File: src/rtl/mul_pkg.sv
// Shared types for the RV32M multiply issue/writeback controller.
// The ROB-index and preg widths below size the tag-pipe bundle.
package mul_pkg;

  localparam int MUL_ROB_IDX_W = 5;
  localparam int MUL_PREG_W    = 6;

  // Signedness code understood by multiplier_pipeline: bit0 = A signed, bit1 = B signed.
  typedef enum logic [1:0] {
    MUL_UU = 2'b00,
    MUL_SU = 2'b01,
    MUL_SS = 2'b11
  } mul_type_e;

  // funct3[1:0] of the M-extension multiply group.
  typedef enum logic [1:0] {
    OP_MUL    = 2'b00,
    OP_MULH   = 2'b01,
    OP_MULHSU = 2'b10,
    OP_MULHU  = 2'b11
  } mul_op_e;

  typedef struct packed {
    logic                     valid;
    mul_op_e                  op;
    logic [MUL_ROB_IDX_W-1:0] rob_idx;
    logic [MUL_PREG_W-1:0]    pd;
  } mul_tag_t;

  function automatic mul_type_e op_to_mul_type(mul_op_e op);
    case (op)
      OP_MULHSU: return MUL_SU;
      OP_MULHU:  return MUL_UU;
      default:   return MUL_SS;
    endcase
  endfunction

endpackage

File: src/rtl/mul_tag_pipe.sv
// Registered tag pipe running in lockstep with multiplier_pipeline.
// hold freezes every stage; clear drops every valid bit and wins over hold.
module mul_tag_pipe
  import mul_pkg::*;
#(
  parameter int STAGES = 2
) (
  input  logic     clk,
  input  logic     rst_n,
  input  logic     hold,
  input  logic     clear,
  input  mul_tag_t in_tag,
  output mul_tag_t tail_tag,
  output logic     any_valid
);

  mul_tag_t stage_q [STAGES];
  mul_tag_t stage_d [STAGES];

  always_comb begin
    // NOTE: start from the current state so every path assigns stage_d; no latch is inferred.
    stage_d = stage_q;
    if (clear) begin
      for (int i = 0; i < STAGES; i++) stage_d[i].valid = 1'b0;
    end else if (!hold) begin
      stage_d[0] = in_tag;
      for (int i = 1; i < STAGES; i++) stage_d[i] = stage_q[i-1];
    end
  end

  always_comb begin
    any_valid = 1'b0;
    for (int i = 0; i < STAGES; i++) any_valid = any_valid | stage_q[i].valid;
  end

  assign tail_tag = stage_q[STAGES-1];

  always_ff @(posedge clk or negedge rst_n) begin
    if (!rst_n) begin
      // NOTE: this array is a handful of flops, not a RAM, so it is reset in full (tags to 0 too).
      for (int i = 0; i < STAGES; i++) stage_q[i] <= '0;
    end else begin
      // NOTE: non-blocking so each stage reads its neighbour's pre-edge value.
      stage_q <= stage_d;
    end
  end

endmodule

File: src/rtl/mul_unit_ctrl.sv
// Issue/writeback controller for the pipelined RV32M multiplier: drives operands,
// tracks ops in a matched tag pipe, selects the result half and handles stall/flush.
module mul_unit_ctrl
  import mul_pkg::*;
#(
  parameter int DEPTH     = 1,
  parameter int ROB_IDX_W = MUL_ROB_IDX_W,
  parameter int PREG_W    = MUL_PREG_W
) (
  input  logic                 clk,
  input  logic                 rst_n,
  input  logic                 issue_valid,
  output logic                 issue_ready,
  input  logic [1:0]           issue_op,
  input  logic [31:0]          issue_rs1,
  input  logic [31:0]          issue_rs2,
  input  logic [ROB_IDX_W-1:0] issue_rob_idx,
  input  logic [PREG_W-1:0]    issue_pd,
  input  logic                 flush,
  output logic                 mul_stall,
  output logic [31:0]          mul_a,
  output logic [31:0]          mul_b,
  output mul_type_e            mul_type,
  input  logic [63:0]          mul_p,
  output logic                 cdb_valid,
  input  logic                 cdb_ready,
  output logic [ROB_IDX_W-1:0] cdb_rob_idx,
  output logic [PREG_W-1:0]    cdb_pd,
  output logic [31:0]          cdb_data,
  output logic                 busy
);

  localparam int STAGES = DEPTH + 1;

  mul_tag_t issue_tag;
  mul_tag_t tail_tag;
  logic     tag_any_valid;

  // A stalled tail freezes the multiplier and the tag pipe together; flush overrides the stall
  // so the kill always lands on the next edge.
  always_comb begin
    mul_stall   = tail_tag.valid & ~cdb_ready & ~flush;
    issue_ready = ~mul_stall & ~flush;
    issue_tag   = '{valid:   issue_valid & issue_ready,
                    op:      mul_op_e'(issue_op),
                    rob_idx: issue_rob_idx,
                    pd:      issue_pd};
  end

  assign mul_a    = issue_rs1;
  assign mul_b    = issue_rs2;
  assign mul_type = op_to_mul_type(mul_op_e'(issue_op));

  mul_tag_pipe #(
    .STAGES (STAGES)
  ) u_tag_pipe (
    .clk       (clk),
    .rst_n     (rst_n),
    .hold      (mul_stall),
    .clear     (flush),
    .in_tag    (issue_tag),
    .tail_tag  (tail_tag),
    .any_valid (tag_any_valid)
  );

  // MUL returns the low word; every high-half variant returns the upper word.
  always_comb begin
    cdb_valid   = tail_tag.valid;
    cdb_rob_idx = tail_tag.rob_idx;
    cdb_pd      = tail_tag.pd;
    cdb_data    = (tail_tag.op == OP_MUL) ? mul_p[31:0] : mul_p[63:32];
    busy        = tag_any_valid;
  end

  cdb_data_known_a : assert property (@(posedge clk) disable iff (!rst_n)
    cdb_valid |-> !$isunknown(cdb_data));

endmodule

File: config.mk
export PLATFORM = sky130hd
export DESIGN_NAME = mul_unit_ctrl
export DESIGN_NICKNAME = d
export VERILOG_FILES = /design/src/rtl/mul_pkg.sv /design/src/rtl/mul_tag_pipe.sv /design/src/rtl/mul_unit_ctrl.sv
export SDC_FILE = /design/constraint.sdc
export NUM_CORES = 1
export LEC_CHECK = 0
export CAP_MARGIN = 0
export CORE_AREA = 2 2 100 102
export DETAILED_ROUTE_END_ITERATION = 10
export DIE_AREA = 0 0 102 104
export PLACE_DENSITY = 0.74
export SYNTH_ARGS = -nofsm -noshare
export SYNTH_HDL_FRONTEND = slang
export SYNTH_SLANG_ARGS = --single-unit
File: constraint.sdc
create_clock -name clk -period 2.22 [get_ports clk]
set_input_delay 0.444 -clock clk [delete_from_list [all_inputs] [get_ports clk]]
set_output_delay 0.444 -clock clk [all_outputs]
set_load 0.1 [all_outputs]
== Yosys cells after proc, flatten, opt, wreduce, memory -nomap -nowiden ==
Cells that the tools add are included.

* Add/subtract/negate cells: 0
* Multiply operators: 0
* Divide/modulo/power cells: 0
* $lt $le $gt $ge: 0
* Eq/ne operators: 3
* Shifts and indexed selects: 0
* Mux-type cells: 5
* Bitwise gates (word level): 8
* Reduce and logical (&&, ||, !) cells: 2

{| class="wikitable"
|+ Operators by type and width
! operator !! count
|-
| 32-bit two-way mux || 1
|-
| 28-bit two-way mux || 1
|-
| 1-bit bitwise AND || 4
|-
| 2-bit == test (second input constant) || 2
|-
| 2-bit case mux with 2 select lines || 1
|-
| 1-bit NOT || 3
|-
| 2-bit zero test || 1
|-
| 1-bit two-way mux || 2
|-
| 2-bit != test (second input constant) || 1
|-
| 2-bit AND reduction || 1
|-
| 1-bit bitwise OR || 1
|}

* Register bits after elaboration: 28
* Latch bits: 0
* RAM bits: 0
* Memory bits (read-only): 0
* Bits of input ports: 146
* Output and inout bits: 113
* Word-level logic and storage cells: 26
* Memories kept: 0

== Logic depth before layout (Yosys ltp) ==
Gate-level depths: netlist of the first run.

* Depth in word-level cells: 8
* Gate-level depth with buffers: 4

== Cells and area by module ==
Synthesis of the first run repeated with hierarchy kept, for this count alone.

* Cells, all modules: 182
* Area total of the unflattened synthesis: 2190.9 µm²

{| class="wikitable"
|+ Modules (own cells, without submodules)
! module !! instances !! cells an instance !! area an instance (µm²) !! sequential area each (µm²)
|-
| mul_tag_pipe || 1 || 76 || 1258.7 || 700.7
|-
| mul_unit_ctrl || 1 || 106 || 932.1 || 0.0
|}

== Worst setup path before layout of the first run ==
Ideal clock, no wire load.

* Path kind: reg-to-output
* From: register u_tag_pipe.stage_q (netlist bit u_tag_pipe.tail_tag[13])
* To: output mul_stall
* Arrival: 2.479 ns
* Data required time: 1.776 ns
* Path slack: -0.703 ns
* Cell stages (with the launch flop): 3
* Path buffers: 0
* Path through: dfrtp_1 -> or2b_1 -> nor2_1

* Cells in the longest elaborated chain, start to end: 2

{| class="wikitable"
|+ RTL lines
! element !! RTL line !! source
|-
| from (decl) || mul_tag_pipe.sv:17 || <nowiki>mul_tag_t stage_q [STAGES];</nowiki>
|-
| from (signal assigned) || mul_tag_pipe.sv:44 || <nowiki>stage_q <= stage_d;</nowiki>
|-
| 1-bit bitwise AND (2 in series) || mul_unit_ctrl.sv:42 || <nowiki>mul_stall = tail_tag.valid & ~cdb_ready & ~flush;</nowiki>
|-
| to (decl) || mul_unit_ctrl.sv:20 || <nowiki>output logic mul_stall,</nowiki>
|}

No other way between the ends.

== Worst setup path after layout of the first run ==
* From: register u_tag_pipe.stage_q (netlist bit u_tag_pipe.tail_tag[12])
* To: output cdb_data[17]

* Cells in the longest elaborated chain, start to end: 2

{| class="wikitable"
|+ RTL lines
! element !! RTL line !! source
|-
| 2-bit zero test || mul_unit_ctrl.sv:71 || <nowiki>cdb_data = (tail_tag.op == OP_MUL) ? mul_p[31:0] : mul_p[63:32];</nowiki>
|-
| 32-bit two-way mux || mul_unit_ctrl.sv:71 ||
|-
| to (decl) || mul_unit_ctrl.sv:29 || <nowiki>output logic [31:0] cdb_data,</nowiki>
|}

No other way between the ends.

==> summary.md, run 1 <==
| Metric | Value |
|---|---|
| Run status | `finished, final reports clean` |
| Pin count of the biggest net entering global routing | `29` |
| RSZ-0062 raised after global routing | `false` |
| Critical path's slowest cell | `dfrtp_1` |
| DRT antenna net count | `0` |
| M1 WL | `2200 um` |
| Top cells by count, synth | `buf_4, mux2_2, dfrtp_1` |
| H-tree depth | `1` |
| Initial antenna violation count | `0` |
| Synth Register Bits | `28` |
| CP cell instances | `nor2_4 -> buf_4 -> mux2_2 -> buf_12` |
| Total GRT Usage | `10.5%` |
| Hold Path Class | `reg2reg` |
| CTS tree | `done` |
| Avg Synthesized Cell Area | `11.9 um^2` |
| Ant. Diodes | `0` |
| Startpoint types | `register` |
| Setup violators final | `0` |
| Clock-pin slew on the worst setup and hold paths | `0.09 ns` |
| DR vias/cell | `3.81` |
| I/O Buffers | `130` |
| Setup Buffers After CTS | `0` |
| Fmax | `0.487 GHz` |
| Final core occ | `35.9%` |
| Hold buffer count at cts | `0` |
| Core area | `9550 um^2` |
| Placer Congestion | `0.683` |
| Root buffer cell | `clkbuf_8` |
| Area growth, synth to finish | `60.6%` |
| # nets final | `386` |
| EDFF count, synth | `0` |
| Post-synth top area share | `32.8%` |
| Top sig layer | `met4` |
| Met3 wire len | `681 um` |
| DPL Wire Length | `5050 um` |
| Met2 WL | `2850 um` |
| Clock period minus worst slack | `2.05 ns` |
| Chip width | `102 um` |
| Drt pass-1 iters | `2` |
| Max Cap Viol | `0` |
| Worst setup EP type | `output pin` |
| Synth async-reset ratio | `100%` |
| Clock buffer depth | `2` |
| Worst Path Required | `1.78 ns` |
| Number of global-route vias before repair | `1,576` |
| Post-synthesis sequential area ratio | `32.8%` |
| Slew headroom | `77.1%` |
| Synthesized instance count | `179` |
| Die ar. | `10,600 um^2` |
| Total power draw | `2.89 mW` |
| Synth warnings | `0` |
| Total CTS buffers | `3` |
| Drt total wl | `5780 um` |
| Ports | `259` |
| Final hold vios | `0` |
| Final Skew | `0.00650 ns` |
| Max Slew Vio Count | `0` |
| Peak supply drop | `439 uV` |
| Area leader, netlist | `dfrtp_1` |
| Cell Area, Synth | `2140 um^2` |
| Power Dens Cells | `843 nW/um^2` |
| CP arrival | `1.61 ns` |
| Die Y-Extent | `104 um` |
| Clock Latency Late Sink | `0.27 ns` |
| Layout cell share with drive strength beyond 1 | `51.0%` |
| Static Leakage | `1.45 nW` |
| CP max FO | `10` |
| Top cells by area, synth | `dfrtp_1, buf_4, mux2_2, mux2_4, buf_12` |
| Worst slew pin tran | `0.344 ns` |
| Synth Flop Type | `dfrtp_1` |
| # rows | `36` |
| Overflow after GRT | `0` |
| Fin Setup TNS | `0 ns` |
| Most common cell in the synthesized netlist | `buf_4` |
| DR iter-0 viols | `20` |
| Syn_nets | `325` |
| Setup CP Type | `reg2out` |
| First-pass GRT wire length | `8630 um` |
| Cts repair resizes | `0` |
| Final Cycle Share | `92.5%` |
| Slowest stage delay, CP | `0.42 ns` |
| Synth unique cells | `14` |
| Starting Density | `22.4%` |
| Clk sinks | `28` |
| Routed via count | `1,419` |
| Routed WL per cell | `15.5 um` |
| # DRC | `0` |
==> cell families after synthesis <==
group / after synthesis / synth area share, %
simple gates: 11 / 3.57
mux: 58 / 33.9
flops: 28 / 32.8
compound gates: 1 / 0.234
buf+inv: 81 / 29.5
==> per-layer routing <==
metal	global-route usage [%]	vias to the layer above
met3	4.70	14
met4	2.48	0
met5	0	-
met2	17.3	104
met1	12.5	658
li1	-	643
==> critical path, delay by kind of cell (launching register included) <==
kind                   cells  cell delay [ns]
DFF                        1             0.42
buffers and inverters      2             0.39
muxes                      1             0.39
and+or+nand+nor            1             0.15
==> power by group <==
group	total [mW]	internal, mW	switching (mW)
Sequential	0.633	0.584	0.0489
Combinational	1.95	0.735	1.22
Clock	0.308	0.159	0.150
Total	2.89	1.48	1.42
==> cell type report <==
type | instances | area [um^2]
Clock buffer | 4 | 55.1
Fill cell | 947 | 6120
Inverter | 1 | 3.75
Multi-Input combinational cell | 70 | 818
Sequential cell | 28 | 701
Tap cell | 133 | 166
Timing Repair Buffer | 136 | 1690
==> path summary, 6_finish.rpt <==
kind | cells after the start | endpoint | start | slack (ns)
worst min-delay path | 1 | u_tag_pipe.tail_tag[6]$_DFFE_PN0P_ | u_tag_pipe.stage_q[20]$_DFFE_PN0P_ | 0.51
worst min register to register | 1 | u_tag_pipe.tail_tag[6]$_DFFE_PN0P_ | u_tag_pipe.stage_q[20]$_DFFE_PN0P_ | 0.51
min in group asynchronous | 2 | u_tag_pipe.tail_tag[13]$_DFFE_PN0P_ | rst_n | 0.54
worst max register to register | 4 | u_tag_pipe.stage_q[14]$_DFFE_PN0P_ | u_tag_pipe.tail_tag[13]$_DFFE_PN0P_ | 0.77
max in group asynchronous | 2 | u_tag_pipe.tail_tag[8]$_DFFE_PN0P_ | rst_n | 1.42
worst max-delay path | 4 | cdb_data[17] | u_tag_pipe.tail_tag[12]$_DFFE_PN0P_ | 0.17
==> stage by stage <==
step	cells	hold WS, ns	area [um^2]	worst slack [ns]
CTS	372	0.513	3430	0.128
global route	372	0.524	3430	0.0888
finish	372	0.509	3430	0.166
detailed placement	368	0.494	3380	0.229
global placement	368	0.487	3380	0.249
floorplan	179	0.148	2140	0.0438
==> flip-flops by register name, summed over array words and instances, names as in the netlist <==
signal and count:
u_tag_pipe.tail_tag 14, u_tag_pipe.stage_q 14
==> cell usage in the layout, fill, tap and decap left out <==
master / synthesis / final
or2_2: 1 / 1
nor2_8: 1 / 1
inv_1: 1 / 1
buf_4: 78 / 18
clkbuf_8: 0 / 4
buf_12: 2 / 37
mux2_4: 19 / 19
clkdlybuf4s50_1: 0 / 81
nor2_1: 3 / 2
dfrtp_1: 28 / 28
nor2b_4: 1 / 1
or2b_1: 1 / 1
a21oi_1: 1 / 1
nand2_1: 3 / 3
mux2_2: 39 / 39
nor2_4: 0 / 2
Note: power is estimated with default switching activity, not from simulation.
==> run 2: changes to the inputs <==
--- a/config.mk
+++ b/config.mk
@@ -7,8 +7,10 @@
 export LEC_CHECK = 0
 export CAP_MARGIN = 0
 export CORE_AREA = 2 2 100 102
+export CTS_BUF_LIST = sky130_fd_sc_hd__clkbuf_16
 export DETAILED_ROUTE_END_ITERATION = 10
 export DIE_AREA = 0 0 102 104
+export MAX_ROUTING_LAYER = met4
 export PLACE_DENSITY = 0.74
 export SYNTH_ARGS = -nofsm -noshare
 export SYNTH_HDL_FRONTEND = slang
==> run 2 against run 1 <==
Effect of this change: clock skew fell by 0.0029 ns; core utilization rose by 0.25 points; critical path depth did not move; non-clock buffer count did not move; sequential power barely moved; total power rose by 3.0%; clock-buffer cell count fell by 1; worst hold slack got worse by 0.0055 ns; fmax rose by 1.2%; clock power rose by 29%; sequential share of layout area fell by 0.14 points; critical path type unchanged; critical endpoint unchanged.
==> summary.md, run 2 (synthesized netlist as in run 1, its figures left out) <==
| Metric | Value |
|---|---|
| Clock buffer depth | `2 (unchanged)` |
| Most common cell after layout, fill and taps aside | `clkdlybuf4s50_1 (unchanged)` |
| DPL Wire Length | `5050 um (unchanged)` |
| Run status | `finished, final reports clean (unchanged)` |
| DR vias/cell | `3.77 (was 3.81)` |
| Routed WL per cell | `15.5 um (about the same)` |
| Commonest non-fill, non-tap cells in the layout | `clkdlybuf4s50_1, mux2_2, buf_12, dfrtp_1, mux2_4 (unchanged)` |
| Fin Hold WS | `0.503 ns (was 0.509 ns)` |
| Number of global-route vias before repair | `1,591 (was 1,576)` |
| Multi-input gate area | `818 um^2 (unchanged)` |
| # DRC | `0 (unchanged)` |
| Die ar. | `10,600 um^2 (unchanged)` |
| Hold buffer count at cts | `0 (unchanged)` |
| Post-route design area | `3450 um^2 (was 3430 um^2)` |
| RSZ-0062 raised after global routing | `false (unchanged)` |
| Max Slew Vio Count | `0 (unchanged)` |
| Starting Density | `22.4% (unchanged)` |
| DP Area | `3380 um^2 (unchanged)` |
| Ant. Diodes | `0 (unchanged)` |
| Layout cell share with drive strength beyond 1 | `50.6% (was 51.0%)` |
| First-pass GRT wire length | `8720 um (was 8630 um)` |
| Critical path's slowest cell | `dfrtp_1 (unchanged)` |
| Fin Setup TNS | `0 ns (unchanged)` |
| Initial antenna violation count | `0 (unchanged)` |
| Placer Congestion | `0.690 (was 0.683)` |
| CP arrival | `1.59 ns (was 1.61 ns)` |
| FF/Latch Area | `701 um^2 (unchanged)` |
| Filler Cells Inserted | `937 (was 947)` |
| Peak supply drop | `439 uV (unchanged)` |
| # nets final | `386 (unchanged)` |
| Drt pass-1 iters | `2 (unchanged)` |
| CP cell instances | `nor2_4 -> buf_4 -> mux2_2 -> buf_12 (unchanged)` |
| Final hold vios | `0 (unchanged)` |
| Final Cycle Share | `91.5% (was 92.5%)` |
| Chip width | `102 um (unchanged)` |
| Core area | `9550 um^2 (unchanged)` |
| # rows | `36 (unchanged)` |
| Hold Path Class | `reg2reg (unchanged)` |
| Power Dens Cells | `863 nW/um^2 (was 843 nW/um^2)` |
| Startpoint types | `register (unchanged)` |
| Static Leakage | `1.46 nW (was 1.45 nW)` |
| Total GRT Usage | `10.9% (was 10.5%)` |
| Cts repair resizes | `0 (unchanged)` |
| Fmax | `0.492 GHz (was 0.487 GHz)` |
| Worst slew pin tran | `0.347 ns (was 0.344 ns)` |
| I/O Buffers | `130 (unchanged)` |
| Drt total wl | `5780 um (about the same)` |
| CP max FO | `10 (unchanged)` |
| Worst Path Required | `1.78 ns (about the same)` |
| Setup Buffers After CTS | `0 (unchanged)` |
| Clk sinks | `28 (unchanged)` |
| Setup CP Type | `reg2out (unchanged)` |
| Clock-pin slew on the worst setup and hold paths | `0.06 ns (was 0.09 ns)` |
| Die Y-Extent | `104 um (unchanged)` |
| CTS tree | `done (unchanged)` |
| Slew headroom | `76.9% (was 77.1%)` |
| DR iter-0 viols | `23 (was 20)` |
| Overflow after GRT | `0 (unchanged)` |
| Root buffer cell | `clkbuf_16 (was clkbuf_8)` |
| Area growth, synth to finish | `61.7% (was 60.6%)` |
| Setup violators final | `0 (unchanged)` |
| Final Skew | `0.00361 ns (was 0.00650 ns)` |
| H-tree depth | `1 (unchanged)` |
| Total CTS buffers | `3 (unchanged)` |
| Slowest stage delay, CP | `0.41 ns (was 0.42 ns)` |
| Clock period minus worst slack | `2.03 ns (was 2.05 ns)` |
| Routed via count | `1,404 (was 1,419)` |
| Clock Latency Late Sink | `0.26 ns (was 0.27 ns)` |
| Worst setup EP type | `output pin (unchanged)` |
| Pin count of the biggest net entering global routing | `29 (unchanged)` |
| Ports | `259 (unchanged)` |
| DRT antenna net count | `0 (unchanged)` |
| Max Cap Viol | `0 (unchanged)` |
-- run 2: changes by cell type in the layout (fill, tap and decap cells not counted) --
cell and delta:
clkbuf_8 -4, clkbuf_16 +3, clkinv_1 +1
-- run 2: stage by stage --
step	worst slack, ns	power [mW]	util, %	std cells
after floorplan	0.0438	2.51	-	179
final	0.189	2.98	36.2	372
after CTS	0.155	3.02	36.2	372
after global placement	0.249	2.60	35.4	368
after global routing	0.119	3.09	36.2	372
after detailed placement	0.229	2.61	35.4	368
-- run 2: where the power goes --
part / switching (mW) / leakage, nW / internal, mW / total (mW)
logic: 1.22 / 1.09 / 0.735 / 1.95
clock network: 0.155 / 0.0385 / 0.241 / 0.396
registers: 0.0490 / 0.330 / 0.585 / 0.634
total: 1.42 / 1.46 / 1.56 / 2.98
-- run 2: path summary, 6_finish.rpt --
check | from | end | slack [ns] | cells past startpoint
setup / recovery | u_tag_pipe.tail_tag[12]$_DFFE_PN0P_ | cdb_data[17] | 0.19 | 4
setup reg to reg | u_tag_pipe.tail_tag[13]$_DFFE_PN0P_ | u_tag_pipe.stage_q[22]$_DFFE_PN0P_ | 0.78 | 4
min in group asynchronous | rst_n | u_tag_pipe.stage_q[16]$_DFFE_PN0P_ | 0.56 | 2
max in group asynchronous | rst_n | u_tag_pipe.tail_tag[8]$_DFFE_PN0P_ | 1.40 | 2
hold reg to reg | u_tag_pipe.stage_q[20]$_DFFE_PN0P_ | u_tag_pipe.tail_tag[6]$_DFFE_PN0P_ | 0.50 | 1
hold / removal | u_tag_pipe.stage_q[20]$_DFFE_PN0P_ | u_tag_pipe.tail_tag[6]$_DFFE_PN0P_ | 0.50 | 1
-- run 2: cell type report --
| class | count | area share (%) |
|---|---|---|
| Timing Repair Buffer | 136 | 48.8 |
| Tap cell | 133 | 4.82 |
| Clock buffer | 3 | 2.17 |
| Inverter | 1 | 0.109 |
| Clock inverter | 1 | 0.109 |
| Sequential cell | 28 | 20.3 |
| Multi-Input combinational cell | 70 | 23.7 |
-- run 2: worst max-delay path: cells and delay by family, from the launching register on --
kind / cells / cell delay [ns]
DFF: 1 / 0.41
buffers and inverters: 2 / 0.39
muxes: 1 / 0.39
and+or+nand+nor: 1 / 0.15
-- run 2: metal layers --
layer	routed length (um)	vias to the layer above	GRT usage (%)
li1	-	639	-
met1	2210	651	12.9
met2	2900	102	17.7
met3	638	12	4.23
met4	35	0	2.19
met5	0	-	-
